===== config.mk =====
export PLATFORM = sky130hd
export DESIGN_NAME = npc_stage_sequencer
export DESIGN_NICKNAME = d
export VERILOG_FILES = /design/src/rtl/npc_pkg.sv /design/src/rtl/npc_wait_timer.sv /design/src/rtl/npc_stage_sequencer.sv
export SDC_FILE = /design/constraint.sdc
export NUM_CORES = 1
export LEC_CHECK = 0
export ABC_AREA = 1
export BUFFER_PORTS_ARGS = -buffer_cell sky130_fd_sc_hd__buf_2
export CAP_MARGIN = 20
export CORE_ASPECT_RATIO = 0.5
export CORE_UTILIZATION = 37
export CTS_CLUSTER_SIZE = 28
export DETAILED_ROUTE_END_ITERATION = 7
export GPL_TIMING_DRIVEN = 1
export PLACE_DENSITY = 0.61
export SETUP_SLACK_MARGIN = 0.02
export SYNTH_ARGS = -nofsm -noshare
export SYNTH_HDL_FRONTEND = slang
export SYNTH_SLANG_ARGS = --single-unit

===== constraint.sdc =====
create_clock -name clk -period 8.3 [get_ports clk]
set_input_delay 1.66 -clock clk [delete_from_list [all_inputs] [get_ports clk]]
set_output_delay 1.66 -clock clk [all_outputs]
set_load 0.02 [all_outputs]

===== src/rtl/npc_pkg.sv =====
// Shared NPC core definitions: decoder instruction classes, sequencer state
// encoding and the default memory wait limit.
package npc_pkg;

    localparam logic [2:0] TYPE_I   = 3'd0;
    localparam logic [2:0] TYPE_U   = 3'd1;
    localparam logic [2:0] TYPE_S   = 3'd2;
    localparam logic [2:0] TYPE_J   = 3'd3;
    localparam logic [2:0] TYPE_R   = 3'd4;
    localparam logic [2:0] TYPE_B   = 3'd5;
    localparam logic [2:0] TYPE_N   = 3'd6;
    localparam logic [2:0] TYPE_ILL = 3'd7;

    typedef enum logic [2:0] {
        ST_IDLE   = 3'd0,
        ST_FETCH  = 3'd1,
        ST_DECODE = 3'd2,
        ST_EXEC   = 3'd3,
        ST_MEM    = 3'd4,
        ST_WB     = 3'd5,
        ST_HALT   = 3'd6,
        ST_BAD    = 3'd7
    } state_e;

    localparam int MEM_TIMEOUT_DEF = 255;

endpackage


===== src/rtl/npc_wait_timer.sv =====
// Handshake wait timer: counts waiting cycles and flags the cycle in which
// the count reaches LIMIT.
module npc_wait_timer #(
    parameter int TMO_W = 8,
    parameter int LIMIT = 255
) (
    input  logic clk,
    input  logic rst,
    input  logic clr,
    input  logic en,
    output logic expired
);
    logic [TMO_W-1:0] r_cnt;

    always_ff @(posedge clk or posedge rst) begin
        if (rst)      r_cnt <= '0;
        else if (clr) r_cnt <= '0;
        else if (en)  r_cnt <= r_cnt + TMO_W'(1);
    end

    // This waiting cycle is the LIMIT-th one; the owner leaves the wait on it.
    assign expired = en && (r_cnt == TMO_W'(LIMIT - 1));

endmodule


===== src/rtl/npc_stage_sequencer.sv =====
// Multi-cycle NPC control FSM: fetch/decode/exec/mem/wb sequencing, memory
// handshakes, RF/PC write gating, halt on ebreak or fault, perf counters.
module npc_stage_sequencer #(
    parameter int CNT_W       = 64,
    parameter int MEM_TIMEOUT = npc_pkg::MEM_TIMEOUT_DEF,
    parameter int TMO_W       = 8
) (
    input  logic             clk,
    input  logic             rst,
    input  logic             start,
    output logic             if_req,
    input  logic             if_rvalid,
    output logic             inst_en,
    input  logic [2:0]       inst_type,
    input  logic             memread,
    input  logic             reg_wen,
    input  logic             is_ebreak,
    output logic             mem_req,
    output logic             mem_wr,
    input  logic             mem_ack,
    output logic             rf_wen,
    output logic             pc_wen,
    output logic             halted,
    output logic             fault,
    output logic [2:0]       state,
    output logic [CNT_W-1:0] cycle_cnt,
    output logic [CNT_W-1:0] instret
);
    import npc_pkg::*;

    state_e             r_state;
    logic               r_reg_wen;
    logic               r_memread;
    logic               r_store;
    logic               r_fault;
    logic [CNT_W-1:0]   r_cycle_cnt;
    logic [CNT_W-1:0]   r_instret;

    state_e             w_next;
    logic               w_waiting;
    logic               w_expired;
    logic               w_fault_set;
    logic               w_retire;
    logic               w_inst_en;

    // FETCH and MEM are never adjacent, so holding clr outside them clears on entry.
    assign w_waiting = (r_state == ST_FETCH) || (r_state == ST_MEM);

    npc_wait_timer #(
        .TMO_W (TMO_W),
        .LIMIT (MEM_TIMEOUT)
    ) u_wait_timer (
        .clk     (clk),
        .rst     (rst),
        .clr     (~w_waiting),
        .en      (w_waiting),
        .expired (w_expired)
    );

    always_comb begin
        w_next      = r_state;
        w_fault_set = 1'b0;
        w_retire    = 1'b0;
        w_inst_en   = 1'b0;
        case (r_state)
            ST_IDLE:   if (start) w_next = ST_FETCH;
            ST_FETCH: begin
                if (if_rvalid) begin
                    w_inst_en = 1'b1;
                    w_next    = ST_DECODE;
                end else if (w_expired) begin
                    w_next      = ST_HALT;
                    w_fault_set = 1'b1;
                end
            end
            ST_DECODE: begin
                if (inst_type == TYPE_ILL) begin
                    w_next      = ST_HALT;
                    w_fault_set = 1'b1;
                end else if (inst_type == TYPE_N && is_ebreak) begin
                    w_next   = ST_HALT;
                    w_retire = 1'b1;
                end else begin
                    w_next = ST_EXEC;
                end
            end
            ST_EXEC:   w_next = (r_memread || r_store) ? ST_MEM : ST_WB;
            ST_MEM: begin
                if (mem_ack) begin
                    w_next = ST_WB;
                end else if (w_expired) begin
                    w_next      = ST_HALT;
                    w_fault_set = 1'b1;
                end
            end
            ST_WB: begin
                w_next   = ST_FETCH;
                w_retire = 1'b1;
            end
            ST_HALT:   w_next = ST_HALT;
            default: begin
                w_next      = ST_HALT;
                w_fault_set = 1'b1;
            end
        endcase
    end

    always_ff @(posedge clk or posedge rst) begin
        if (rst) begin
            r_state     <= ST_IDLE;
            r_reg_wen   <= 1'b0;
            r_memread   <= 1'b0;
            r_store     <= 1'b0;
            r_fault     <= 1'b0;
            r_cycle_cnt <= '0;
            r_instret   <= '0;
        end else begin
            r_state <= w_next;
            r_fault <= r_fault | w_fault_set;
            if (r_state == ST_DECODE) begin
                r_reg_wen <= reg_wen;
                r_memread <= memread;
                r_store   <= (inst_type == TYPE_S);
            end
            if (r_state != ST_IDLE && r_state != ST_HALT)
                r_cycle_cnt <= r_cycle_cnt + CNT_W'(1);
            if (w_retire)
                r_instret <= r_instret + CNT_W'(1);
        end
    end

    assign if_req    = (r_state == ST_FETCH);
    assign inst_en   = w_inst_en;
    assign mem_req   = (r_state == ST_MEM);
    assign mem_wr    = (r_state == ST_MEM) && r_store;
    assign pc_wen    = (r_state == ST_WB);
    assign rf_wen    = (r_state == ST_WB) && r_reg_wen && !r_store;
    assign halted    = (r_state == ST_HALT);
    assign fault     = r_fault;
    assign state     = r_state;
    assign cycle_cnt = r_cycle_cnt;
    assign instret   = r_instret;

endmodule


Word-level counts from Yosys, hierarchy flattened:

Cells that the tools add are included.

* add/sub/neg operators: 3
* multipliers: 0
* divide/modulo/power cells: 0
* magnitude comparators: 0
* eq/ne operators: 12
* shift operators: 0
* muxes and demuxes: 19
* bitwise gates (word level): 1
* reductions and logical operators: 12

Operator list (count)
* 64-bit by 1-bit adder with 64-bit output, second input constant: 2
* 3-bit two-way mux: 6
* 3-bit one-hot mux with 6 select lines: 1
* 3-bit == test, second input constant: 5
* 3-bit by 2-bit == test with 1-bit output, second input constant: 3
* 1-bit two-way mux: 9
* 8-bit by 1-bit adder with 8-bit output, second input constant: 1
* 8-bit == test, second input constant: 1
* 8-bit two-way mux: 1
* 1-bit logical AND: 6
* 1-bit one-hot mux with 4 select lines: 1
* 4-bit OR reduction: 1
* 3-bit by 1-bit == test with 1-bit output, second input constant: 1
* 3-bit logical NOT: 1
* 3-bit inequality test, second input constant: 1
* 3-bit nonzero test: 1
* 1-bit logical OR: 2
* 2-bit inequality test, second input constant: 1
* 1-bit one-hot mux with 2 select lines: 1
* 1-bit logical NOT: 1
* 1-bit bitwise OR: 1

* bits in registers: 143
* bits in latches: 0
* memory bits (writable): 0
* ROM bits: 0
* output and inout port bits: 139
* memories: 0

Depth between registers and ports, before layout:

Gate-level depths: netlist of run 1.

* depth after elaboration: 7
* depth in mapped cells: 12

By module:

A second synthesis of run 1 with hierarchy kept.

* cells, all modules: 1126
* area total of the unflattened synthesis: 8296.7 µm²

Modules (own cells, without submodules)
* npc_stage_sequencer: times used 1, cells an instance 1066, area each 7821.3 µm², seq. area each 3378.2 µm²
* npc_wait_timer: times used 1, cells an instance 60, area each 475.5 µm², seq. area each 200.2 µm²

Worst setup path after synthesis of run 1:

Ideal clock, no wire load.

* kind: input port to output port
* start: input port if_rvalid
* end: output port inst_en
* data arrival time: 1.860 ns
* setup slack: 4.780 ns
* cell stages on the path: 2
* path buffers: 0
* path through: nand2_1 -> inv_1

* longest elaborated chain between the ends: 2

Ends and longest elaborated chain
* start: declaration: line npc_stage_sequencer.sv:12 `input logic if_rvalid,`
* 1-bit two-way mux: line npc_stage_sequencer.sv:68 `if (if_rvalid) begin`
* 1-bit two-way mux: line npc_stage_sequencer.sv:65 `case (r_state)`
* end: declaration: line npc_stage_sequencer.sv:13 `output logic inst_en,`

Every way passes these cells.

Worst setup path in the final report of run 1:

Same ends and word-level chain as after synthesis.

==> results by group, run 1 <==
Status
  – Status: completed

Synth
  – Synth Instances: 1058
  – Yosys cell types: 35
  – Mapped Nets: 1073
  – Synthesized area per cell: 7.654 sq um
  – #FFs+latches synth: 143
  – Post-synthesis sequential area ratio: 44.19%
  – Mapped cell area: 8098 sq um
  – Synthesis Warnings: 0

Route
  – Detail-routed net length per standard cell: approximately 15 um
  – Drt via density: roughly 5
  – ANT nets after route: 0
  – DRT Pass-1 Iters: 5
  – Drt drc: 0
  – M1 WL: 10.57 mm
  – DR iter-0 viols: 407
  – WL met2: 10.11 mm
  – Met3 WL: around 1.2 mm
  – Max Used Layer: met4
  – Vias after detailed routing: 7432
  – WL final: 22.27 mm

Floorplan
  – Die height: around 110 um
  – Die area: 22520 sq um
  – Initial Util: 38.61%
  – I/O pin cnt: 150
  – Core area: 20970 sq um
  – Row count: 37
  – Die W: between 200 and 250 um

Cells and area
  – Post-route cell area: 9752 sq um
  – FILL cells: between 2000 and 2500
  – Area delta synth->final: 20.43%
  – Final core utilization: 46.50%
  – N_diodes: 0
  – Layout cells sized above 1: 18.38%
  – Final Non-Filler Cells: about 1500
  – Final net count: 1238

Place
  – Placed insts: ~1500
  – Input/output buffers: 149
  – GPL Wtd Cong: 0.9088
  – DP Worst Slack: 4609 ps
  – Post-DP HPWL: between 15 and 20 mm
  – Post-place instance area: 9180 sq um

GRT
  – First-pass GRT wire length: roughly 36 mm
  – Initial antenna violation count: 0
  – Largest net degree at the start of global routing: 75
  – Total GRT Usage: 20.43%
  – Vias in the first global route: between 7000 and 8000
  – Overflow after GRT: 0

Setup path
  – CP Cell Sequence: buf_2 > nand2_1 > inv_1 > buf_2
  – R2r worst-path depth: 9
  – Reg2reg start: state[0]$_DFFE_PP0P_
  – CP max stage cell: buf_2
  – Worst Path Required: 6640 ps
  – Most frequent CP cell: buf_2
  – CP max stage delay: 140 ps
  – Delay-heaviest family, CP: buffers and inverters
  – Crit path DAT: between 2000 and 2500 ps
  – CP Max Fanout: 2
  – R2r setup slk: roughly 5800 ps
  – Setup crit end kind: output port
  – Crit Path Class: in -> out
  – Bufs and invs on worst path: 3
  – Reg2reg end: instret[43]$_DFFE_PP0P_
  – Startpoint types: primary input

Clock tree
  – Total setup buffers inserted after CTS: 0
  – Hold buffer count at CTS: 0
  – Cts bufs inserted: 17
  – CTS Root Cell: clkbuf_16
  – Clk Latency, worst-skew pair: 430 ps
  – Clk buf depth: 2
  – TritonCTS Sinks: 143
  – CTS clk-pin slew, worst paths: 60 ps
  – H-tree lvl count: 4
  – Post-cts sizing count: 0
  – CTS tree: built

STA
  – Final setup TNS: 0 ps
  – Final min period: 3675 ps
  – RSZ-0062 raised after global routing: no
  – Max Slew Vio Count: 0
  – Slew @ Worst Pin: roughly 900 ps
  – Hold Vio Cnt, Final: 0
  – Tcrit/Tclk final: 44.28%
  – Endpoints failing setup: 0
  – Relative slew margins: 38.19%
  – Setup WS post-layout: 4625 ps
  – Max Clock Skew: 6.930 ps
  – Max Fclk: 272.1 MHz

Min path
  – Endpoint of the worst hold path: r_reg_wen$_DFFE_PP0P_
  – Hold path startpoint: r_reg_wen$_DFFE_PP0P_
  – HP Class: reg -> reg
  – Hold depth: 2

Pwr
  – Power per cell area: 151.6 nW/um^2
  – Max VDD drop: 0.1012 mV
  – Static leakage: 4.787 nW

Job
  – Total of max-cap violations: 0
synth_stat cells:
cell | n | area, sq um
nor4_1 | 2 | 12.51
inv_2 | 3 | 11.26
nand2_1 | 337 | 1265
dfrtp_1 | 143 | 3578
nand3b_2 | 1 | 11.26
nor2_4 | 15 | 168.9
and2_1 | 1 | 6.260
nand2_8 | 1 | 20.02
a31oi_1 | 1 | 6.260
ha_1 | 4 | 50.05
nor2_8 | 1 | 20.02
clkinv_2 | 1 | 5.000
nor3b_1 | 1 | 7.510
nor3_2 | 3 | 30.03
inv_1 | 111 | 416.7
xor2_1 | 49 | 429.2
nand3_1 | 60 | 300.3
buf_6 | 3 | 33.78
nor2b_1 | 2 | 12.51
buf_4 | 1 | 7.510
a21oi_1 | 5 | 25.02
o2111ai_1 | 2 | 17.52
nor3_1 | 27 | 135.1
o31ai_1 | 1 | 7.510
o22a_1 | 1 | 8.760
o21ai_0 | 8 | 40.04
nor2_1 | 165 | 619.3
nand4_1 | 33 | 206.5
nand3b_1 | 19 | 142.6
nand3_4 | 2 | 35.03
nand2_2 | 3 | 18.77
nand3_2 | 7 | 70.07
xnor2_1 | 37 | 324.1
nand2_4 | 1 | 11.26
nor2_2 | 7 | 43.79
worst max-delay path by stage:
| stage | from | to | slack (ps) | cells after the start |
|---|---|---|---|---|
| CTS | if_rvalid | inst_en | 4620 | 4 |
| global route | if_rvalid | inst_en | 4590 | 4 |
| floorplan | rst | cycle_cnt[0]$_DFFE_PP0P_ | 2800 | 1 |
| detailed placement | inst_type[0] | instret[43]$_DFFE_PP0P_ | 4610 | 10 |
| global placement | if_rvalid | inst_en | 4620 | 4 |
| finish | if_rvalid | inst_en | 4620 | 4 |
state kept, by name, summed over array words and instances, names as in the netlist:
name                count
fault                   1
state                   3
u_wait_timer.r_cnt      8
cycle_cnt              64
r_store                 1
instret                64
r_memread               1
r_reg_wen               1
metal layers:
metal	GRT usage, %	vias to the layer above
met1	27.77	3507
met4	7.557	0
li1	-	3677
met3	4.247	36
met2	32.12	212
met5	0	-
where the power goes:
group / total [mW] / switching (mW) / internal, mW
clock network: 0.761 / 0.309 / 0.453
logic: 0.0190 / 0.0163 / 0.00270
registers: 0.698 / 0.000209 / 0.697
total: 1.48 / 0.325 / 1.15
kinds of logic after synthesis:
family / Yosys count / synth area share, %
AOI/OAI and AO/OA: 18 / 1.298
xor gates and xnor gates: 86 / 9.302
adders and majority gates: 4 / 0.6181
buffers and inverters: 119 / 5.856
DFF: 143 / 44.19
and+or+nand+nor: 688 / 38.74
area by class of cell:
class	count	area [sq um]	share of cell area, %
Multi-Input combinational cell	796	4045	41.48
Sequential cell	143	3578	36.69
Timing Repair Buffer	150	753.2	7.724
Clock buffer	19	452.9	4.645
Inverter	115	437.9	4.491
Tap cell	292	365.4	3.746
Clock inverter	12	118.9	1.219
stage by stage:
step | hold WS (ps) | power [mW]
2_1_floorplan | 442.2 | 0.7219
3_3_place_gp | 458.2 | 0.7300
3_5_place_dp | 461.4 | 0.7304
4_1_cts | 475.9 | 1.491
5_1_grt | 486.0 | 1.521
6_report | 471.6 | 1.478
worst register-to-register path, stage by stage, from the launching register on:
cell,delay (ps)
dfrtp_1,430
inv_1,180
nand2_1,110
nor2_4,150
nand2_1,110
nand2_2,520
inv_2,330
nor2_1,350
nand2_1,110
xor2_1,150
layout by cell type, fill, tap and decap left out, types with 3 or more instances in the layout:
cell / n
xor2_1: 49
nand3_2: 7
clkinv_2: 8
ha_1: 4
nor3_1: 27
nor2_4: 15
nand2_2: 3
clkbuf_16: 17
nor3_2: 3
o21ai_0: 8
xnor2_1: 37
dfrtp_1: 143
inv_2: 3
nand3_1: 60
inv_1: 110
a21oi_1: 5
nor2_2: 7
nor2_1: 165
nand2_1: 337
buf_2: 149
nand3b_1: 19
nand4_1: 33
No activity file was read; power rests on OpenSTA's default activity.
==> inputs of run 2 (changes only) <==
--- a/config.mk
+++ b/config.mk
@@ -13,7 +13,7 @@
 export CTS_CLUSTER_SIZE = 28
 export DETAILED_ROUTE_END_ITERATION = 7
 export GPL_TIMING_DRIVEN = 1
-export PLACE_DENSITY = 0.61
+export PLACE_DENSITY = 0.63
 export SETUP_SLACK_MARGIN = 0.02
 export SYNTH_ARGS = -nofsm -noshare
 export SYNTH_HDL_FRONTEND = slang
==> constraint.sdc (replaced) <==
create_clock -name clk -period 3.2 [get_ports clk]
set_input_delay 0.64 -clock clk [delete_from_list [all_inputs] [get_ports clk]]
set_output_delay 0.64 -clock clk [all_outputs]
set_load 0.02 [all_outputs]
==> results by group, run 2 (synthesized netlist as in run 1, its figures left out) <==
Route
  – Detail-routed net length per standard cell: 14.52 um (-0.43%)
  – DR iter-0 viols: 479 (+18%)
  – WL final: 22.22 mm (-0.24%)
  – Drt via density: 4.920 (+1.1%)
  – ANT nets after route: 0 (unchanged)
  – Drt drc: 0 (unchanged)
  – Vias after detailed routing: 7528 (+1.3%)
  – DRT Pass-1 Iters: 5 (unchanged)

Pwr
  – Static leakage: 4.851 nW (+1.3%)
  – Power per cell area: 416.0 nW/um^2 (+170%)
  – Clock power share: 54.7% (+3.2 points)
  – Sw power: 0.8322 mW (+160%)
  – Switching share of power: 20.24% (-1.8 points)
  – Max VDD drop: 0.2680 mV (+160%)
  – Combinational share of power: 1.3% (about the same)
  – Power Internal: 3.279 mW (+180%)
  – Power share of the sequential group: 44.0% (-3.2 points)

STA
  – Final min period: roughly 2200 ps
  – Slew @ Worst Pin: 776.3 ps (-150.8 ps)
  – Hold Vio Cnt, Final: 0 (unchanged)
  – RSZ-0062 raised after global routing: no
  – Endpoints failing setup: 0 (unchanged)
  – Final setup TNS: 0 ps (unchanged)
  – Tcrit/Tclk final: 70.19%
  – Max Fclk: 445.2 MHz
  – Max Slew Vio Count: 0 (unchanged)
  – Max Clock Skew: 8.626 ps (+1.696 ps)
  – Relative slew margins: 48.14% (+9.9 points)

Clock tree
  – Clk Latency, worst-skew pair: 440 ps (about the same)
  – Total setup buffers inserted after CTS: 0 (unchanged)
  – H-tree lvl count: 4 (unchanged)
  – CTS clk-pin slew, worst paths: 60 ps (about the same)
  – Cts bufs inserted: 17 (unchanged)
  – Clk buf depth: 2 (unchanged)
  – CTS Root Cell: clkbuf_16
  – Hold buffer count at CTS: 0 (unchanged)
  – CTS tree: built
  – TritonCTS Sinks: 143 (unchanged)
  – Post-cts sizing count: 0 (unchanged)

Cells and area
  – Layout cells sized above 1: 18.58% (+0.20 points)
  – Area delta synth->final: 22.05%
  – Most frequent cells in the layout: 337 x nand2_1, 165 x nor2_1, 149 x buf_2, 143 x dfrtp_1, 110 x inv_1
  – Register area: 3578 sq um (unchanged)
  – N_diodes: 0 (unchanged)
  – Commonest non-fill, non-tap cell in the layout: nand2_1
  – FILL cells: 2099 (+0.86%)
  – Final net count: 1240 (+0.16%)
  – Post-route cell area: 9883 sq um (+1.3%)
  – Footprint of the multi-input gates: 4045 sq um (unchanged)

Status
  – Status: completed

Floorplan
  – Initial Util: 38.61% (unchanged)
  – Die W: 211.2 um (unchanged)
  – Die area: 22520 sq um (unchanged)
  – Core area: 20970 sq um (unchanged)
  – I/O pin cnt: 150 (unchanged)
  – Die height: 106.6 um (unchanged)
  – Row count: 37 (unchanged)

GRT
  – Largest net degree at the start of global routing: 80 (+6.7%)
  – Vias in the first global route: 7312 (+2.5%)
  – First-pass GRT wire length: 37.13 mm (+3.2%)
  – Overflow after GRT: 0 (unchanged)
  – Total GRT Usage: 20.98% (+0.55 points)
  – Initial antenna violation count: 0 (unchanged)

Place
  – Post-place instance area: 9219 sq um (+0.42%)
  – Post-DP HPWL: 17.04 mm (+0.21%)
  – Input/output buffers: 149 (unchanged)
  – GPL Wtd Cong: 0.9521 (+4.8%)

Job
  – Total of max-cap violations: 0 (unchanged)

Setup path
  – CP Max Fanout: 8 (+6)
  – Crit path DAT: 1610 ps (-410 ps)
  – Setup crit end kind: output port
  – Crit Path Class: reg -> out
  – Startpoint types: flip-flop
  – Worst Path Required: 2560 ps (-4080 ps)

Min path
  – HP Class: in -> async
==> run 2: final timing paths <==
kind	startpoint	to	slack, ps	depth (start not counted)
worst max-delay path	state[1]$_DFFE_PP0P_	mem_wr	950	4
worst min-delay path	rst	cycle_cnt[50]$_DFFE_PP0P_	330	2
worst max register to register	state[0]$_DFFE_PP0P_	instret[61]$_DFFE_PP0P_	1100	11
worst min register to register	instret[63]$_DFFE_PP0P_	instret[63]$_DFFE_PP0P_	490	2
max in group asynchronous	rst	r_reg_wen$_DFFE_PP0P_	2010	3
min in group clk	memread	r_memread$_DFFE_PP0P_	410	3
==> run 2: power by group through the flow <==
stage	registers [mW]	clock network [mW]	logic (mW)
after detailed placement	1.84	0	0.0563
final	1.81	2.25	0.0530
after global placement	1.84	0	0.0562
after floorplan	1.84	0	0.0292
after global routing	1.81	2.37	0.0624
after CTS	1.81	2.30	0.0567
==> run 2: area by class of cell <==
class | instances | share of cell area, %
multi-input cells | 796 | 40.93
clock buffers | 21 | 4.861
well taps | 292 | 3.697
clock inverters | 11 | 1.861
repair buffers | 152 | 8.026
inverters | 115 | 4.418
flip-flops and latches | 143 | 36.21
==> run 2: per-layer routing <==
metal  track usage [%]  share of wire [%]  vias to the layer above
met5                 0                  0                        -
met2             33.60                 47                      208
met1             27.94                 46                     3596
met4             8.437                2.2                        0
li1                  -                  -                     3679
met3             4.159                5.0                       45
==> run 2: worst max-delay path: stages (launching register included) <==
cell     delay [ps]
dfrtp_1         480
nor2_1          250
nand2_1         150
nor2_1          110
buf_2           170
==> run 2: per-stage QoR <==
step / power, mW / std cells / setup WS, ps / util (%) / hold WS [ps]
6_report: 4.112 / 1530 / 953.9 / 47.13 / 332.4
5_1_grt: 4.238 / 1530 / 822.9 / 47.13 / 381.6
4_1_cts: 4.162 / 1530 / 930.5 / 47.13 / 343.5
3_5_place_dp: 1.899 / 1498 / 996.0 / 43.96 / 476.8
3_3_place_gp: 1.899 / 1498 / 1021 / 43.96 / 460.1
2_1_floorplan: 1.873 / 1058 / 768.9 / - / 442.2
==> inputs of run 3 (changes only) <==
--- a/config.mk
+++ b/config.mk
@@ -13,7 +13,7 @@
 export CTS_CLUSTER_SIZE = 28
 export DETAILED_ROUTE_END_ITERATION = 7
 export GPL_TIMING_DRIVEN = 1
-export PLACE_DENSITY = 0.63
+export PLACE_DENSITY = 0.61
 export SETUP_SLACK_MARGIN = 0.02
 export SYNTH_ARGS = -nofsm -noshare
 export SYNTH_HDL_FRONTEND = slang
==> constraint.sdc (replaced) <==
create_clock -name clk -period 2.2 [get_ports clk]
set_input_delay 0.44 -clock clk [delete_from_list [all_inputs] [get_ports clk]]
set_output_delay 0.44 -clock clk [all_outputs]
set_load 0.02 [all_outputs]
==> results by group, run 3 (synthesized netlist as in run 1, its figures left out) <==
Cells and area
  – Final Non-Filler Cells: 1533 (+0.20%)
  – Post-route cell area: 9864 sq um (-0.19%)
  – Layout cells sized above 1: 18.86% (+0.28 points)
  – N_diodes: 0 (unchanged)
  – Final net count: 1243 (+0.24%)
  – Most frequent cells in the layout: 337 x nand2_1, 165 x nor2_1, 149 x buf_2, 142 x dfrtp_1, 110 x inv_1
  – FILL cells: 2133 (+1.6%)
  – Final core utilization: 47.04% (-0.089 points)
  – Area delta synth->final: 21.82%
  – Commonest non-fill, non-tap cell in the layout: nand2_1

STA
  – Endpoints failing setup: 0 (unchanged)
  – Final min period: 2068 ps
  – Max Fclk: between 400 and 500 MHz
  – Slew @ Worst Pin: 456.0 ps (-320.3 ps)
  – Max Slew Vio Count: 0 (unchanged)
  – Hold Vio Cnt, Final: 0 (unchanged)
  – RSZ-0062 raised after global routing: yes
  – Tcrit/Tclk final: 93.99%
  – Setup WS post-layout: 132.3 ps (-821.6 ps)
  – Max Clock Skew: 7.674 ps (-0.9524 ps)
  – Relative slew margins: 69.32% (+21 points)

GRT
  – Total GRT Usage: 20.72% (-0.26 points)
  – Vias in the first global route: 7148 (-2.2%)
  – Met1 Use GR: 28.13% (+0.20 points)
  – Busiest layer in global routing: met2
  – Initial antenna violation count: 0 (unchanged)
  – Met3 GRT Util: 4.452% (+0.29 points)
  – Overflow after GRT: 0 (unchanged)
  – Largest net degree at the start of global routing: 82 (+2.5%)
  – Met2 usage: 32.35% (-1.2 points)
  – First-pass GRT wire length: 36.49 mm (-1.7%)

Setup path
  – Worst Path Required: 1760 ps (-800 ps)
  – Crit path DAT: 1630 ps (+20 ps)
  – Setup crit end kind: output port
  – Startpoint types: flip-flop
  – Crit Path Class: reg -> out
  – R2r worst-path depth: 9 (-2)
  – Reg2reg end: instret[41]$_DFFE_PP0P_
  – CP Launch Point: state[1]$_DFFE_PP0P_
  – Worst setup path end: mem_wr
  – R2r setup slk: 280 ps (-820 ps)
  – CP Max Fanout: 8 (unchanged)
  – Reg2reg start: state[0]$_DFFE_PP0P_

Floorplan
  – Die area: 22520 sq um (unchanged)
  – Row count: 37 (unchanged)
  – Initial Util: 38.61% (unchanged)
  – Die W: 211.2 um (unchanged)
  – I/O pin cnt: 150 (unchanged)
  – Core area: 20970 sq um (unchanged)
  – Die height: 106.6 um (unchanged)

Route
  – Vias after detailed routing: 7406 (-1.6%)
  – WL final: 22.31 mm (+0.40%)
  – ANT nets after route: 0 (unchanged)
  – DR iter-0 viols: 478 (-0.21%)
  – Detail-routed net length per standard cell: 14.55 um (+0.20%)
  – DRT Pass-1 Iters: 8 (+3)
  – Drt via density: 4.831 (-1.8%)
  – Drt drc: 4 (+4)

Pwr
  – Max VDD drop: 0.4078 mV (+52%)
  – Static leakage: 4.827 nW (-0.50%)
  – Power per cell area: 583.0 nW/um^2 (+40%)

Place
  – DP Worst Slack: 314.0 ps (-682.0 ps)
  – Input/output buffers: 149 (unchanged)
  – GPL Wtd Cong: 0.9163 (-3.8%)
  – Post-DP HPWL: 17.27 mm (+1.4%)
  – Placed insts: 1501 (+0.20%)
  – Post-place instance area: 9254 sq um (+0.38%)

Clock tree
  – TritonCTS Sinks: 143 (unchanged)
  – CTS Root Cell: clkbuf_16
  – Cts bufs inserted: 17 (unchanged)
  – Clk Latency, worst-skew pair: 430 ps (about the same)
  – Clk buf depth: 2 (unchanged)
  – CTS tree: built
  – CTS clk-pin slew, worst paths: 60 ps (about the same)
  – Total setup buffers inserted after CTS: 0 (unchanged)
  – H-tree lvl count: 4 (unchanged)

Status
  – Status: finished, violations left
  – Failing checks: DRC

Min path
  – HP Class: in -> async

Job
  – Total of max-cap violations: 0 (unchanged)
## run 3: cell count changes in the layout (fill, tap and decap cells not counted)
cell and change:
buf_12 +1, bufinv_16 -2, inv_6 +5, clkinvlp_4 +3, buf_4 +2, clkinv_2 -3, dfrtp_2 +1, dfrtp_1 -1
clkbuf_8 -4, clkinv_4 +1
## run 3: layout make-up
cell class	count	area (sq um)	share of cell area, %
Clock inverter	15	183.9	1.865
Timing Repair Buffer	155	828.3	8.397
Clock buffer	17	425.4	4.313
Tap cell	292	365.4	3.704
Sequential cell	143	3580	36.29
Multi-Input combinational cell	796	4045	41.01
Inverter	115	436.7	4.427
## run 3: metrics by stage
stage	setup TNS (ps)	total power, mW	hold slack [ps]
after CTS	0	5.813	133.4
final	0	5.751	126.8
after global routing	0	5.955	142.2
after floorplan	-4441	2.724	442.2
after global placement	0	2.761	460.7
after detailed placement	0	2.762	466.3
## run 3: what timing repair did
action,in CTS,in global routing
hold buffers,0,0
resized for setup,0,1
hold endpoints to repair,0,0
endpoints found under the setup margin,0,2
## run 3: worst min path at each step
stage | cells after the start | endpoint | slack, ps | from
after floorplan | 2 | r_reg_wen$_DFFE_PP0P_ | 440 | r_reg_wen$_DFFE_PP0P_
after global placement | 2 | r_reg_wen$_DFFE_PP0P_ | 460 | r_reg_wen$_DFFE_PP0P_
after detailed placement | 2 | r_reg_wen$_DFFE_PP0P_ | 470 | r_reg_wen$_DFFE_PP0P_
after CTS | 3 | cycle_cnt[57]$_DFFE_PP0P_ | 130 | rst
after global routing | 3 | cycle_cnt[57]$_DFFE_PP0P_ | 140 | rst
final | 3 | cycle_cnt[49]$_DFFE_PP0P_ | 130 | rst
## run 3: critical path: stages (launching register included)
cell and delay, ps:
dfrtp_1 470, nor2_1 270, nand2_1 180, nor2_1 110, buf_2 170
## run 3: where the power goes
group / internal, mW / leakage [nW] / total [mW] / switching, mW
clock: 1.80 / 0.291 / 3.04 / 1.24
sequential: 2.63 / 1.90 / 2.63 / 0.000857
combinational: 0.0164 / 2.64 / 0.0775 / 0.0611
total: 4.45 / 4.83 / 5.75 / 1.30
## run 3: per-layer routing
metal / routed length (um) / vias up
met5: 0 / -
met4: 429 / 0
met3: 942 / 32
met2: 10230 / 173
met1: 10710 / 3517
li1: - / 3684
